$ cat src/rtl/vec_lane_sequencer_pkg.sv
// vec_seq_pkg: shared widths, sequencer states and lane ALU op codes.
package vec_seq_pkg;
    localparam int LANES = 4;
    localparam int LANE_W = 32;
    localparam int VEC_W = LANES * LANE_W;
    localparam int OP_W = 3;
    localparam int RD_W = 6;
    localparam int IDX_W = $clog2(LANES);
    typedef enum logic [1:0] {IDLE, RUN, DONE} seqState;
    localparam logic [OP_W-1:0] ADD = 3'b000;
    localparam logic [OP_W-1:0] SUB = 3'b001;
    localparam logic [OP_W-1:0] AND = 3'b010;
    localparam logic [OP_W-1:0] OR = 3'b011;
endpackage

$ cat src/rtl/vec_lane_sequencer_if.sv
// vec_lane_sequencer_if: request, shared-ALU and result signals of the lane sequencer.
interface vec_lane_sequencer_if;
    import vec_seq_pkg::*;
    logic req_valid;
    logic req_ready;
    logic [OP_W-1:0] req_op;
    logic [VEC_W-1:0] req_a;
    logic [VEC_W-1:0] req_b;
    logic [LANES-1:0] req_mask;
    logic [RD_W-1:0] req_rd;
    logic flush;
    logic [LANE_W-1:0] alu_a;
    logic [LANE_W-1:0] alu_b;
    logic [OP_W-1:0] alu_op;
    logic [LANE_W-1:0] alu_result;
    logic stall_o;
    logic busy;
    logic [IDX_W-1:0] lane_idx;
    logic res_valid;
    logic [VEC_W-1:0] res_data;
    logic [RD_W-1:0] res_rd;
    modport master (
        output req_valid, req_op, req_a, req_b, req_mask, req_rd, flush, alu_result,
        input req_ready, alu_a, alu_b, alu_op, stall_o, busy, lane_idx, res_valid, res_data, res_rd
    );
    modport slave (
        input req_valid, req_op, req_a, req_b, req_mask, req_rd, flush, alu_result,
        output req_ready, alu_a, alu_b, alu_op, stall_o, busy, lane_idx, res_valid, res_data, res_rd
    );
endinterface

$ cat src/rtl/vec_lane_sequencer_lane_mask_scan.sv
// lane_mask_scan: lowest set mask bit strictly above a signed start index (-1 scans from lane 0).
module lane_mask_scan
    import vec_seq_pkg::*;
(
    input  logic [LANES-1:0] mask,
    input  logic signed [IDX_W:0] from,
    output logic [IDX_W-1:0] nextIdx,
    output logic found
);
    always_comb begin
        nextIdx = '0;
        found = 1'b0;
        for (int i = LANES - 1; i >= 0; i--) begin
            if (mask[i] && i > int'(from)) begin
                nextIdx = IDX_W'(i);
                found = 1'b1;
            end
        end
    end
endmodule

$ cat src/rtl/vec_lane_sequencer.sv
// vec_lane_sequencer: runs one vector op lane by lane through a shared scalar ALU,
// stalling the front end until the assembled result is strobed out.
module vec_lane_sequencer
    import vec_seq_pkg::*;
(
    input logic clk,
    input logic rst,
    vec_lane_sequencer_if.slave bus
);
    seqState state, stateNext;
    logic [LANES-1:0][LANE_W-1:0] opA, opB, resLanes;
    logic [OP_W-1:0] opReg;
    logic [LANES-1:0] maskReg;
    logic [RD_W-1:0] rdReg;
    logic [IDX_W-1:0] laneIdx, scanIdx;
    logic accept, running, found;

    assign running = state == RUN;
    assign accept = bus.req_valid && bus.req_ready && !bus.flush;

    // Accept only happens outside RUN, so one scanner serves both first-lane and advance.
    lane_mask_scan scan (
        .mask(running ? maskReg : bus.req_mask),
        .from(running ? {1'b0, laneIdx} : {(IDX_W + 1){1'b1}}),
        .nextIdx(scanIdx),
        .found(found)
    );

    always_ff @(posedge clk or negedge rst) begin
        if (!rst) state <= IDLE;
        else state <= stateNext;
    end

    always_comb begin
        stateNext = IDLE;
        bus.req_ready = rst && (state == IDLE || state == DONE);
        bus.stall_o = running || accept;
        bus.busy = state != IDLE;
        bus.res_valid = state == DONE;
        bus.alu_a = running ? opA[laneIdx] : '0;
        bus.alu_b = running ? opB[laneIdx] : '0;
        bus.alu_op = running ? opReg : '0;
        bus.lane_idx = laneIdx;
        bus.res_data = resLanes;
        bus.res_rd = rdReg;
        stateNext = bus.flush ? IDLE : (accept || running) ? (found ? RUN : DONE) : IDLE;
    end

    always_ff @(posedge clk or negedge rst) begin
        if (!rst) begin
            opA <= '0;
            opB <= '0;
            resLanes <= '0;
            opReg <= '0;
            maskReg <= '0;
            rdReg <= '0;
            laneIdx <= '0;
        end else if (accept) begin
            opA <= bus.req_a;
            opB <= bus.req_b;
            resLanes <= bus.req_a;
            opReg <= bus.req_op;
            maskReg <= bus.req_mask;
            rdReg <= bus.req_rd;
            laneIdx <= scanIdx;
        end else if (running && !bus.flush) begin
            resLanes[laneIdx] <= bus.alu_result;
            if (found) laneIdx <= scanIdx;
        end
    end
endmodule
$ cat src/flat_wrapper.sv
// flat-port wrapper written by rule: the top's interface ports become plain ports
module vec_lane_sequencer_flat import vec_seq_pkg::*;
  (clk, rst, bus_req_valid, bus_req_op, bus_req_a, bus_req_b, bus_req_mask, bus_req_rd, bus_flush, bus_alu_result, bus_req_ready, bus_alu_a, bus_alu_b, bus_alu_op, bus_stall_o, bus_busy, bus_lane_idx, bus_res_valid, bus_res_data, bus_res_rd);
  vec_lane_sequencer_if bus_i ();
  input logic clk;
  input logic rst;
  input wire logic [$bits(bus_i.req_valid)-1:0] bus_req_valid;
  input wire logic [$bits(bus_i.req_op)-1:0] bus_req_op;
  input wire logic [$bits(bus_i.req_a)-1:0] bus_req_a;
  input wire logic [$bits(bus_i.req_b)-1:0] bus_req_b;
  input wire logic [$bits(bus_i.req_mask)-1:0] bus_req_mask;
  input wire logic [$bits(bus_i.req_rd)-1:0] bus_req_rd;
  input wire logic [$bits(bus_i.flush)-1:0] bus_flush;
  input wire logic [$bits(bus_i.alu_result)-1:0] bus_alu_result;
  output wire logic [$bits(bus_i.req_ready)-1:0] bus_req_ready;
  output wire logic [$bits(bus_i.alu_a)-1:0] bus_alu_a;
  output wire logic [$bits(bus_i.alu_b)-1:0] bus_alu_b;
  output wire logic [$bits(bus_i.alu_op)-1:0] bus_alu_op;
  output wire logic [$bits(bus_i.stall_o)-1:0] bus_stall_o;
  output wire logic [$bits(bus_i.busy)-1:0] bus_busy;
  output wire logic [$bits(bus_i.lane_idx)-1:0] bus_lane_idx;
  output wire logic [$bits(bus_i.res_valid)-1:0] bus_res_valid;
  output wire logic [$bits(bus_i.res_data)-1:0] bus_res_data;
  output wire logic [$bits(bus_i.res_rd)-1:0] bus_res_rd;
  assign bus_i.req_valid = bus_req_valid;
  assign bus_i.req_op = bus_req_op;
  assign bus_i.req_a = bus_req_a;
  assign bus_i.req_b = bus_req_b;
  assign bus_i.req_mask = bus_req_mask;
  assign bus_i.req_rd = bus_req_rd;
  assign bus_i.flush = bus_flush;
  assign bus_i.alu_result = bus_alu_result;
  assign bus_req_ready = bus_i.req_ready;
  assign bus_alu_a = bus_i.alu_a;
  assign bus_alu_b = bus_i.alu_b;
  assign bus_alu_op = bus_i.alu_op;
  assign bus_stall_o = bus_i.stall_o;
  assign bus_busy = bus_i.busy;
  assign bus_lane_idx = bus_i.lane_idx;
  assign bus_res_valid = bus_i.res_valid;
  assign bus_res_data = bus_i.res_data;
  assign bus_res_rd = bus_i.res_rd;
  vec_lane_sequencer u_core (.clk(clk), .rst(rst), .bus(bus_i));
endmodule
$ cat config.mk
export PLATFORM = sky130hd
export DESIGN_NAME = vec_lane_sequencer_flat
export DESIGN_NICKNAME = d
export VERILOG_FILES = /design/src/rtl/vec_lane_sequencer_pkg.sv /design/src/rtl/vec_lane_sequencer_if.sv /design/src/rtl/vec_lane_sequencer_lane_mask_scan.sv /design/src/rtl/vec_lane_sequencer.sv /design/src/flat_wrapper.sv
export SDC_FILE = /design/constraint.sdc
export NUM_CORES = 1
export LEC_CHECK = 0
export BUFFER_PORTS_ARGS = -buffer_cell sky130_fd_sc_hd__buf_2
export CORE_MARGIN = 4
export CORE_UTILIZATION = 33
export DETAILED_ROUTE_END_ITERATION = 16
export PLACE_DENSITY_LB_ADDON = 0.3
export SYNTH_ARGS = -nofsm -noshare
export SYNTH_HDL_FRONTEND = slang
export SYNTH_SLANG_ARGS = --single-unit
export TNS_END_PERCENT = 30
$ cat constraint.sdc
create_clock -name clk -period 1.8 [get_ports clk]
set_input_delay 0.18 -clock clk [delete_from_list [all_inputs] [get_ports clk]]
set_output_delay 0.18 -clock clk [all_outputs]
set_load 0.05 [all_outputs]
Word-level counts from Yosys, hierarchy flattened
Index checks and enable logic that the tools add are counted.
{"block": "classes", "muxes": 28, "reduce_logical": 17, "magnitude_cmp": 6, "eq_ne": 2}
{"op": "$mux W128", "count": 2}
{"op": "$mux W32", "count": 5}
{"op": "$bmux W32 S2", "count": 2}
{"op": "$bwmux W128", "count": 1}
{"op": "$demux W32 S2", "count": 1}
{"op": "$mux W2", "count": 10}
{"op": "$logic_and A1 B1 Y1", "count": 9}
{"op": "$gt A3 B3 Y1 const A", "count": 2}
{"op": "$mux W3", "count": 2}
{"op": "$reduce_bool A2 Y1", "count": 3}
{"op": "$mux W1", "count": 4}
{"op": "$mux W4", "count": 1}
{"op": "$gt A1 B3 Y1 const A", "count": 1}
{"op": "$gt A2 B3 Y1 const A", "count": 1}
{"op": "$lt A2 B3 Y1 const B", "count": 1}
{"op": "$eq A2 B1 Y1 const B", "count": 1}
{"op": "$eq A2 B2 Y1 const B", "count": 1}
{"op": "$ge A2 B1 Y1 const B", "count": 1}
{"op": "$logic_not A2 Y1", "count": 1}
{"op": "$logic_or A1 B1 Y1", "count": 2}
{"op": "$reduce_and A2 Y1", "count": 1}
{"op": "$logic_not A1 Y1", "count": 1}
{"block": "word_totals", "ff_bits": 401, "input_bits": 305, "out_inout_bits": 207, "wordCells": 70}

Depth between registers and ports, before layout
{"block": "logic_depth", "word_depth": 11, "depth_mapped": 7, "depth_no_buf": 4}

Hierarchy
Synthesis repeated with hierarchy kept, for this count alone.
{"block": "hier_totals", "cells_unflattened": 1979, "area_unflattened_um2": 18464.0}
{"module": "vec_lane_sequencer", "n_inst": 1, "area_each_um2": 18366.4, "seq_area_each_um2": 10034.6, "cells_each": 1964}
{"module": "lane_mask_scan", "n_inst": 1, "area_each_um2": 97.6, "seq_area_each_um2": 0.0, "cells_each": 15}

Worst setup path after synthesis
Ideal clock, no wire load.
{"block": "synth_timing", "kind": "flip-flop to output port", "startpoint": "register u_core.laneIdx[1] (netlist: u_core.bus.lane_idx[1])", "endpoint": "output port bus_alu_a[10]", "t_arrival_ns": 2.093, "path_slack_ns": -0.473, "n_path_buf": 3, "path_stages_with_launch": 6, "path_cell_list": "dfrtp_1 buf_2 buf_2 buf_1 mux4_2 and2_1"}
{"block": "synth_via", "elab_chain_len": 3}
{"element": "start: declaration", "line_no": "vec_lane_sequencer.sv:15", "rtl": "logic [IDX_W-1:0] laneIdx, scanIdx;"}
{"element": "start signal: assignment", "line_no": "vec_lane_sequencer.sv:65", "rtl": "laneIdx <= scanIdx;"}
{"element": "start signal: assignment", "line_no": "vec_lane_sequencer.sv:68", "rtl": "if (found) laneIdx <= scanIdx;"}
{"element": "$bmux W32 S2", "line_no": "vec_lane_sequencer.sv:40", "rtl": "bus.alu_a = running ? opA[laneIdx] : '0;"}
{"element": "$mux W32 (not written as such)", "line_no": "vec_lane_sequencer.sv:40"}
{"element": "$mux W32", "line_no": "vec_lane_sequencer.sv:40"}
{"element": "end: declaration", "line_no": "flat_wrapper.sv:16", "rtl": "output wire logic [$bits(bus_i.alu_a)-1:0] bus_alu_a;"}
No other way between the ends. The select of a mux whose other input is x is not followed.

Worst setup path after layout
{"block": "layout_timing", "startpoint": "register u_core.laneIdx[0] (netlist: u_core.bus.lane_idx[0])", "endpoint": "output port bus_alu_b[19]"}
{"block": "layout_via", "elab_chain_len": 3}
{"element": "$bmux W32 S2", "line_no": "vec_lane_sequencer.sv:41", "rtl": "bus.alu_b = running ? opB[laneIdx] : '0;"}
{"element": "$mux W32 (not written as such)", "line_no": "vec_lane_sequencer.sv:41"}
{"element": "$mux W32", "line_no": "vec_lane_sequencer.sv:41"}
{"element": "end: declaration", "line_no": "flat_wrapper.sv:17", "rtl": "output wire logic [$bits(bus_i.alu_b)-1:0] bus_alu_b;"}
No other way between the ends. The select of a mux whose other input is x is not followed.

==> results.toml <==
[finish]
finalNonFillerCells = 3498
final_nets = 3063
post_route_cells_drive_above_1_share_pct = 34.3
fillers = 4650
syn2layout_area_growth_pct = 56.1

[clocking]
clkSlewWorstSetupHoldPaths_ps = 60
htree_levels = 2
cts_tree = "done"
numCtsBuffers = 48
clock_latency_ps = 590
cts_buffer_depth = 3
cts_root_buf = "clkbuf_16"
cts_sinks = 400

[power]
peakVddDrop_uv = 766
p_leak_nw = 14.2
power_density_nw_per_um2 = 1360

[worst_setup_path]
r2r-start = "u_core.state[0]"
cp-end-kind = "primary output"
r2r_end = "u_core.bus.res_data[58]"
crit_cells = 4
cp.arrival_ps = 2270
critPathLaunchType = "flip-flop"
crit_fanout = 29
reg2reg_depth = 10
crit_path_cell_trace = "buf_12 -> mux4_2 -> and2_4 -> buf_2"
reg2reg_setup_slack_ps = -280
crit_family = "multiplexers"
cp_num_buf_inv = 2
max_stage_delay_ps = 560
crit_type = "flip-flop to primary output"
crit_start = "u_core.bus.lane_idx[0]"
crit_required_ps = 1620
critPathSlowestCell = "mux4_2"
critPathCapture = "bus_alu_b[19]"

[logic_synthesis]
synthArstFlopShare_pct = 100
netlist.area_leader.share_pct = 55.6
synth-seq-cells = 400
syn_inst = 1857
ys_types = 38
yosys.area.top_type = "dfrtp_1"
synthesis.nets = 2162
synthFlopType = "dfrtp_1"
synth_common_cells = "nand2_1 (901), dfrtp_1 (400), o21ai_1 (89)"
netlist_top_cells_area = "dfrtp_1 (56%), nand2_1 (19%), mux4_2 (8.0%), a2bb2oi_2 (2.5%), o21ai_1 (2.5%)"
syn_avg_cell_area_um2 = 9.70
netlist_area_um2 = 18000
yosysMostFrequentCell = "nand2_1"
synth_edf_count = 0
ys_warn_count = 0
synth_seq_area_share_pct = 55.6

[grt]
grt.overflow.total = 0
grt_pass1_vias = 18400
grt_start_max_net_pins = 193
grt_use_total_pct = 22.8
grt_first_pass_wirelength_um = 106000
grt_antenna_before_repair = 10

[timing]
rsz0062_at_grt = "true"
worst_slew_pin_slew_ps = 1150
max_freq_mhz = 408
max_slew_margin_pct = 23.1
finalHoldViolCount = 0
finalSetupTns_ps = -77890
final_max_slew_viol_count = 0
worst_slack_ps = -651
period_share_pct = 136
period_minus_slack_ps = 2450
fin_skew_ps = 19.5
setup_viol_count_final = 360

[detailed_routing]
vias = 17800
drt_first_iter_violations = 1262
routedWlPerCell_um = 20.6
ant_nets = 0
wirelength_um = 72200
drc = 0
dr.pass1.iters = 5
viasPerCell = 5.08

[outcome]
outcome = "complete, but fails checks"
failed_checks = "negative setup slack"

[flow_run]
maxCapViolCount = 0

[placed_design]
gp_congestion = 0.878
post-place-cells = 3066
hpwl_um = 45400
placement.io_buffers = 511

[floorplan]
initial_core_util_pct = 33.4
dieHeight_um = 242
rows = 85
die_x_um = 242
coreArea_um2 = 53900
fp.dieArea_um2 = 58400
io_pins = 512

[worst_hold_path]
worst_hold_path_type = "primary input to asynchronous set/reset pin"
==> cells by family after synthesis <==
logic type      after synthesis  synth area share (%)
simple gates                989                  22.0
buf+inv                     129                  3.34
flops                       400                  55.6
mux                          65                  8.06
compound gates              274                  11.0
==> area by class of cell <==
type	instances	area [um2]	share of cell area, %
Clock buffer	68	1370	4.86
Sequential cell	400	10000	35.6
Inverter	3	11.3	0.0401
Tap cell	696	871	3.10
Timing Repair Buffer	977	7840	27.9
Multi-Input combinational cell	1328	7790	27.7
Antenna cell	5	12.5	0.0445
Clock inverter	21	203	0.721
==> power breakdown <==
part,switching (W),internal (W)
combinational,0.00992,0.00570
clock,0.00405,0.00561
sequential,0.00160,0.0114
==> registers in the layout (all words and copies together), names as in the netlist <==
signal	flops
u_core.bus.res_data	128
u_core.opA	128
u_core.opB	128
u_core.bus.res_rd	6
u_core.maskReg	3
u_core.opReg	3
u_core.bus.lane_idx	2
u_core.state	2
==> stage by stage <==
step | hold slack (ps) | power [W] | cell area [um2] | setup WS, ps | utilization, %
6_report | 222 | 0.0383 | 28100 | -651 | 52.1
3_5_place_dp | 166 | 0.0276 | 22500 | -71.2 | 41.8
2_1_floorplan | -116 | 0.0229 | 18200 | -56.7 | -
5_1_grt | 203 | 0.0400 | 28100 | -736 | 52.1
3_3_place_gp | 166 | 0.0274 | 22500 | -51.6 | 41.8
4_1_cts | 186 | 0.0380 | 27300 | -712 | 50.6
==> what timing repair did <==
| action | 4_1_cts | 5_1_grt |
|---|---|---|
| hold buffers | 302 | 0 |
| hold endpoints to repair | 429 | 0 |
| buffers inserted | 0 | 18 |
| pin swaps | 2 | 8 |
| endpoints found under the setup margin | 195 | 352 |
| resized for setup | 55 | 64 |
| gates cloned | 0 | 18 |
==> cells in the final DEF (no fill, tap or decap), types with 10 or more instances in the layout <==
cell type,n
a21boi_0,44
a21boi_1,43
a2bb2oi_2,31
and2_4,63
buf_12,33
buf_2,487
buf_4,104
buf_6,19
clkbuf_1,11
clkbuf_16,64
clkinv_2,10
dfrtp_1,398
dlygate4sd3_1,302
mux4_2,64
nand2_1,891
o21ai_0,10
o21ai_1,88
o22ai_1,31
==> how the worst min path moves through the flow <==
| stage | from | end | slack, ps |
|---|---|---|---|
| floorplan | rst | u_core.bus.lane_idx[0] | -120 |
| global placement | rst | u_core.opA[111] | 170 |
| detailed placement | rst | u_core.bus.res_data[43] | 170 |
| CTS | bus_req_valid | u_core.maskReg[1] | 190 |
| global route | rst | u_core.opA[15] | 200 |
| finish | rst | u_core.opA[15] | 220 |
==> routing by layer <==
layer  vias up  part of all wire (%)  GRT usage (%)
met5         -                 0.079              0
met4        10                   4.5           9.78
met3       246                   7.6           5.37
met2       897                    48           37.5
met1      8684                    40           28.9
li1       7921                     -              -
==> worst reg2reg max path: cells and delay by family (launching register included) <==
| kind | cells | cell delay (ps) |
|---|---|---|
| simple gates | 3 | 600 |
| compound gates | 1 | 150 |
| buf+inv | 6 | 860 |
| flops | 1 | 400 |
Note: power is estimated with default switching activity, not from simulation.
